==> config.mk <==
export PLATFORM = sky130hd
export DESIGN_NAME = pipe_sel_mux
export DESIGN_NICKNAME = d
export VERILOG_FILES = /design/src/rtl/pipe_sel_mux.sv
export SDC_FILE = /design/constraint.sdc
export NUM_CORES = 1
export LEC_CHECK = 0
export CAP_MARGIN = 10
export CORE_UTILIZATION = 30
export CTS_CLUSTER_SIZE = 40
export DETAILED_ROUTE_END_ITERATION = 8
export DONT_BUFFER_PORTS = 1
export GPL_TIMING_DRIVEN = 1
export PLACE_DENSITY_LB_ADDON = 0.05
export SYNTH_ARGS = -nofsm -noshare
export SYNTH_HDL_FRONTEND = slang
export SYNTH_SLANG_ARGS = --single-unit
==> constraint.sdc <==
create_clock -name clk -period 1.9 [get_ports clk]
set_clock_uncertainty 0.05 [all_clocks]
set_input_delay 0.285 -clock clk [delete_from_list [all_inputs] [get_ports clk]]
set_output_delay 0.285 -clock clk [all_outputs]
set_load 0.01 [all_outputs]
==> src/rtl/pipe_sel_mux.sv <==
// pipe_sel_mux: N:1 operand-select mux with a registered valid/ready output
// stage. A 2-entry skid buffer (main M + skid S) keeps in_ready free of any
// combinational dependence on out_ready.
module pipe_sel_mux #(
  parameter int WIDTH  = 32,
  parameter int NUM_IN = 4,
  localparam int SEL_W = $clog2(NUM_IN)
) (
  input  logic                    clk,
  input  logic                    reset,
  input  logic [NUM_IN*WIDTH-1:0] in_data,
  input  logic [SEL_W-1:0]        in_sel,
  input  logic                    in_valid,
  output logic                    in_ready,
  output logic [WIDTH-1:0]        out_data,
  output logic [SEL_W-1:0]        out_sel,
  output logic                    out_err,
  output logic                    out_valid,
  input  logic                    out_ready
);

  typedef enum logic [1:0] {
    EMPTY,
    ONE,
    FULL
  } state_t;

  state_t            state_q;
  logic              in_ready_q;
  logic              out_valid_q;
  logic [WIDTH-1:0]  m_data_q;
  logic [SEL_W-1:0]  m_sel_q;
  logic              m_err_q;
  logic [WIDTH-1:0]  s_data_q;
  logic [SEL_W-1:0]  s_sel_q;
  logic              s_err_q;

  logic [WIDTH-1:0]  beat_data_d;
  logic              beat_err_d;
  logic              accept;
  logic              emit;

  // Select the addressed input; selects with no matching input flag an error.
  always_comb begin
    beat_data_d = '0;
    beat_err_d  = 1'b1;
    for (int unsigned k = 0; k < NUM_IN; k++) begin
      if (in_sel == SEL_W'(k)) begin
        beat_data_d = in_data[k*WIDTH +: WIDTH];
        beat_err_d  = 1'b0;
      end
    end
  end

  // Registered ready is 1 straight after reset, so reset masks it here to
  // hold in_ready low for the whole time reset is asserted.
  assign in_ready  = in_ready_q & ~reset;
  assign accept    = in_valid & in_ready_q & ~reset;
  assign emit      = out_valid_q & out_ready;

  assign out_valid = out_valid_q;
  assign out_data  = m_data_q;
  assign out_sel   = m_sel_q;
  assign out_err   = m_err_q;

  // Skid-buffer FSM: M feeds the outputs, S catches one beat while stalled.
  always_ff @(posedge clk) begin
    if (reset) begin
      state_q     <= EMPTY;
      in_ready_q  <= 1'b1;
      out_valid_q <= 1'b0;
      m_data_q    <= '0;
      m_sel_q     <= '0;
      m_err_q     <= 1'b0;
      s_data_q    <= '0;
      s_sel_q     <= '0;
      s_err_q     <= 1'b0;
    end else begin
      case (state_q)
        EMPTY: begin
          if (accept) begin
            m_data_q    <= beat_data_d;
            m_sel_q     <= in_sel;
            m_err_q     <= beat_err_d;
            out_valid_q <= 1'b1;
            state_q     <= ONE;
          end
        end
        ONE: begin
          if (accept && emit) begin
            m_data_q <= beat_data_d;
            m_sel_q  <= in_sel;
            m_err_q  <= beat_err_d;
          end else if (accept) begin
            s_data_q   <= beat_data_d;
            s_sel_q    <= in_sel;
            s_err_q    <= beat_err_d;
            in_ready_q <= 1'b0;
            state_q    <= FULL;
          end else if (emit) begin
            out_valid_q <= 1'b0;
            state_q     <= EMPTY;
          end
        end
        FULL: begin
          if (emit) begin
            m_data_q   <= s_data_q;
            m_sel_q    <= s_sel_q;
            m_err_q    <= s_err_q;
            in_ready_q <= 1'b1;
            state_q    <= ONE;
          end
        end
        default: begin
          state_q     <= EMPTY;
          in_ready_q  <= 1'b1;
          out_valid_q <= 1'b0;
        end
      endcase
    end
  end

endmodule

Word-level counts from Yosys, hierarchy flattened
Index checks and enable logic that the tools add are counted.
Operators by class
  eq/ne operators: 13
  mux-type cells: 35
  bitwise operators: 8
  reduce and logical (&&, ||, !) cells: 9
Operators by type and width (count)
  $mux 32: 7
  $pmux 32 s3: 1
  $mux 2: 8
  $mux 1: 14
  $ne 2x2->1 const B: 7
  $pmux 2 s3: 2
  $reduce_and 4->1: 3
  $pmux 1 s3: 3
  $eq 2x2->1 const B: 3
  $reduce_and 5->1: 1
  $and 1x1->1: 4
  $eq 2x1->1 const B: 2
  $logic_not 2->1: 2
  $not 1->1: 4
  $ne 3x3->1 const B: 1
  $reduce_and 3->1: 1
  $reduce_bool 3->1: 1
  $logic_and 1x1->1: 1
Storage, ports and cells
  register bits: 74
  output and inout bits: 37
  word-level logic and storage cells: 74

Longest topological paths before layout
  word-level depth: 7
  mapped depth: 6

Worst setup path after synthesis
Ideal clock, no wire load.
  path type: register -> register
  start point: register state_q[1]
  end point: register s_data_q[0]
  setup time: 0.132 ns
  arrival time: 1.349 ns
  data required time: 1.718 ns
  path slack: 0.368 ns
  stages on the path, launching flop included: 7
  buffers on the path: 2
  cell sequence: dfxtp_1 -> nand3b_1 -> or3b_1 -> buf_2 -> buf_2 -> nand2_1 -> a21oi_1
Between the ends
  word-level cells in the longest chain between the ends: 2
RTL lines
  start: declaration: RTL line 28  | state_t state_q;
  start signal: assignment: RTL line 69  | state_q <= EMPTY;
  start signal: assignment: RTL line 86  | state_q <= ONE;
  start signal: assignment: RTL line 99  | state_q <= FULL;
  $eq 2x1->1: RTL line 79  | case (state_q)
  $reduce_and 3->1 (no line)
  end signal: assignment: RTL line 95  | s_data_q <= beat_data_d;
  end: declaration: RTL line 34  | logic [WIDTH-1:0] s_data_q;
No other way between the ends.
A chain may end at the register's enable or synchronous reset.

Worst setup path in the final report
  start point: register state_q[0]
  end point: register m_data_q[1], in the netlist out_data[1]
Between the ends
  word-level cells in the longest chain between the ends: 3
  elaborated cells on any way between the ends: 9
  those cells by class: eq/ne (5); mux (1); reduce/logical (3)
RTL lines
  $eq 2x1->1, or another cell as far along: RTL line 79
  $ne 2x2->1 (no line) or $reduce_bool 3->1 (tied branches)
  $reduce_and 4->1 (no line)
  end signal: assignment: RTL line 82  | m_data_q <= beat_data_d;
  end signal: assignment: RTL line 91  | m_data_q <= beat_data_d;
  end signal: assignment: RTL line 107  | m_data_q <= s_data_q;
  end: declaration: RTL line 31  | logic [WIDTH-1:0] m_data_q;
Parallel ways exist; a longest one is shown, timed or not.

==> flow_summary.toml <==
[die]
chipWidth_um = 114
start_util_pct = 30.9
core_area_mm2 = 0.0121
dieHeight_um = 114
die_area_mm2 = 0.0129
num_rows = 40
io_pins = 171

[clock_network]
cts_tree = "yes"
cts.htree.levels = 3
cts-root-buf = "clkbuf_16"
postCtsSetupBuffers = 0
cts_sinks = 74
cts_made_buffers = 9
clock_latency_ns = 0.33
clk_pin_slew_ns = 0.06
clk_path_buf_depth = 2

[grt]
grtUsageTotal_pct = 15.7
grt_max_degree = 73
antenna_found_initial = 0
grt_pass1_vias = 2941
grt_pass1_wl_um = 15300
overflow = 0

[setup_path]
rrSetupSlack_ns = 0.19
r2r-start = "state_q[0]"
reg2reg_depth = 5
worstPathMaxFanout = 29
worstPathRequired_ns = 2.09
worstSetupEndpointType = "register"
reg2reg_to = "out_data[1]"
crit_path_start_kind = "register"
crit_type = "register to register"
critical_path_arrival_ns = 1.90

[sta]
worst_slew_pin_slew_ns = 0.449
period_share_pct = 90.2
hold_viol_final = 0
max_freq_ghz = 0.584
finalMaxSlewViolations = 0
fin_ws_ns = 0.187
finalCriticalPeriod_ns = 1.71
setup_tns_ns = 0
finalSetupViolCount = 0
max_slew_margin_pct = 70.1
grt_setup_unrepaired = "false"

[place]
place_inst = 553
hpwl_um = 6060
port-buffer-count = 0
gp_congestion = 0.694
placed_area_mm2 = 0.00386
place_ws_ns = 0.185

[synth]
synthDistinctLibCells = 25
syn-num-nets = 547
ys_seq_elements = 74
syn_area_mm2 = 0.00373
synth.yosys.seq_area_share_pct = 39.7
syn_inst = 413
synth_warnings = 0
avgSynthCellArea_um2 = 9.04

[finish]
drive_gt1_share_pct = 15.9
stdcell_count = 570
diodes = 0
syn2layout_area_growth_pct = 13.5
fillers = 1248
design_area_mm2 = 0.00424
register_area_mm2 = 0.00148
layout.nets = 531
final_common_cell = "nand2_1"
multi_input_area_mm2 = 0.00206
final_cell_mix = "139 x nand2_1, 74 x dfxtp_1, 37 x a21oi_1, 37 x nor2_1, 34 x a311oi_1"

[flow_run]
drv_cap = 0

[route]
drt_wl_total_um = 9830
viasPerCell = 5.10
num_vias = 2907
ant_nets = 0
route.detailed.drc = 0
drtIter0Drc = 167
wire_per_inst_um = 17.2
dr.pass1.iters = 6

[hold_path]
hold_path_depth = 1
hold_end = "in_ready_q"
hold_path_class = "input pin to register"
worstHoldStart = "reset"

[power]
power_leakage_nw = 1.43
ir_drop_mv = 0.467
power_density_mw_per_mm2 = 1040

[status]
outcome = "completed"
[Yosys cell counts]
cell type | n | share of area (%)
o21bai_1 | 2 | 0.40
mux2i_1 | 1 | 0.27
nor3b_2 | 1 | 0.34
nor3b_1 | 1 | 0.20
nand2_1 | 139 | 14
nor2_1 | 37 | 3.7
nand3b_1 | 3 | 0.60
xor2_1 | 1 | 0.23
mux4_2 | 32 | 19
or3b_1 | 1 | 0.23
a311oi_1 | 34 | 8.0
o32ai_4 | 1 | 0.74
buf_2 | 11 | 1.5
o22a_1 | 1 | 0.23
dfxtp_1 | 74 | 40
o21ai_0 | 1 | 0.13
a21boi_2 | 1 | 0.30
clkbuf_1 | 15 | 1.5
and2_1 | 1 | 0.17
nor2b_1 | 1 | 0.17
a21oi_1 | 37 | 5.0
buf_4 | 12 | 2.4
and3b_1 | 1 | 0.23
inv_1 | 2 | 0.20
nand2b_1 | 3 | 0.50
[metrics by stage]
| stage | util, % | hold slack (ns) | total power, mW |
|---|---|---|---|
| 2_1_floorplan | - | 0.387 | 2.33 |
| 3_3_place_gp | 32.0 | 0.312 | 2.43 |
| 3_5_place_dp | 32.0 | 0.314 | 2.43 |
| 4_1_cts | 35.1 | 0.00241 | 4.51 |
| 5_1_grt | 35.1 | 0.00661 | 4.64 |
| 6_report | 35.1 | 0.0138 | 4.42 |
[worst max path at each step]
stage                     from           end  slack (ns)
floorplan           state_q[1]   s_data_q[0]        0.37
global placement    state_q[0]  out_data[25]        0.26
detailed placement  state_q[0]  out_data[31]        0.19
CTS                 state_q[0]   out_data[0]        0.17
global route        state_q[0]   out_data[0]       0.008
finish              state_q[0]   out_data[1]        0.19
[layer usage]
| metal | global-route usage, % | part of all wire (%) | vias up |
|---|---|---|---|
| met2 | 27.2 | 49 | 115 |
| met3 | 3.88 | 7.1 | 11 |
| met5 | 0 | 0 | - |
| li1 | - | - | 1433 |
| met4 | 7.11 | 1.8 | 0 |
| met1 | 18.3 | 42 | 1348 |
[logic make-up after synthesis]
group / count (synthesis) / share of synthesized area (%)
simple gates: 188 / 20.1
compound gates: 77 / 14.8
flops: 74 / 39.7
buf+inv: 40 / 5.60
mux: 33 / 19.6
xor+xnor: 1 / 0.235
[sequential cells by signal (all words and copies together), names as in the netlist]
register,cells
s_sel_q,2
out_sel,2
out_valid,1
out_data,32
out_err,1
in_ready_q,1
s_data_q,32
s_err_q,1
state_q,2
[final cells by class]
| cell class | instances | share of cell area [%] |
|---|---|---|
| multi-input combinational | 299 | 48.6 |
| tap | 168 | 4.96 |
| clock inverter | 5 | 2.36 |
| sequential | 74 | 35.0 |
| clock buffer | 11 | 5.96 |
| timing repair buffer | 11 | 3.01 |
| inverter | 2 | 0.177 |
[critical path, cell delays in order, from the launching register on]
cell      delay (ns)
dfxtp_1         0.38
a21boi_2        0.21
o32ai_4         0.31
buf_4           0.35
nor2_1          0.07
a311oi_1        0.24
[where the power goes]
part	leakage [nW]	switching, mW	total (mW)	internal [mW]
clock network	0.176	0.658	2.01	1.35
registers	0.603	0.134	1.81	1.67
logic	0.654	0.316	0.607	0.291
[what timing repair did]
| action | CTS | global route |
|---|---|---|
| gates resized for setup | 0 | 0 |
| hold buffers | 1 | 0 |
| hold endpoints to repair | 72 | 0 |
(Power assumes the default switching activity.)
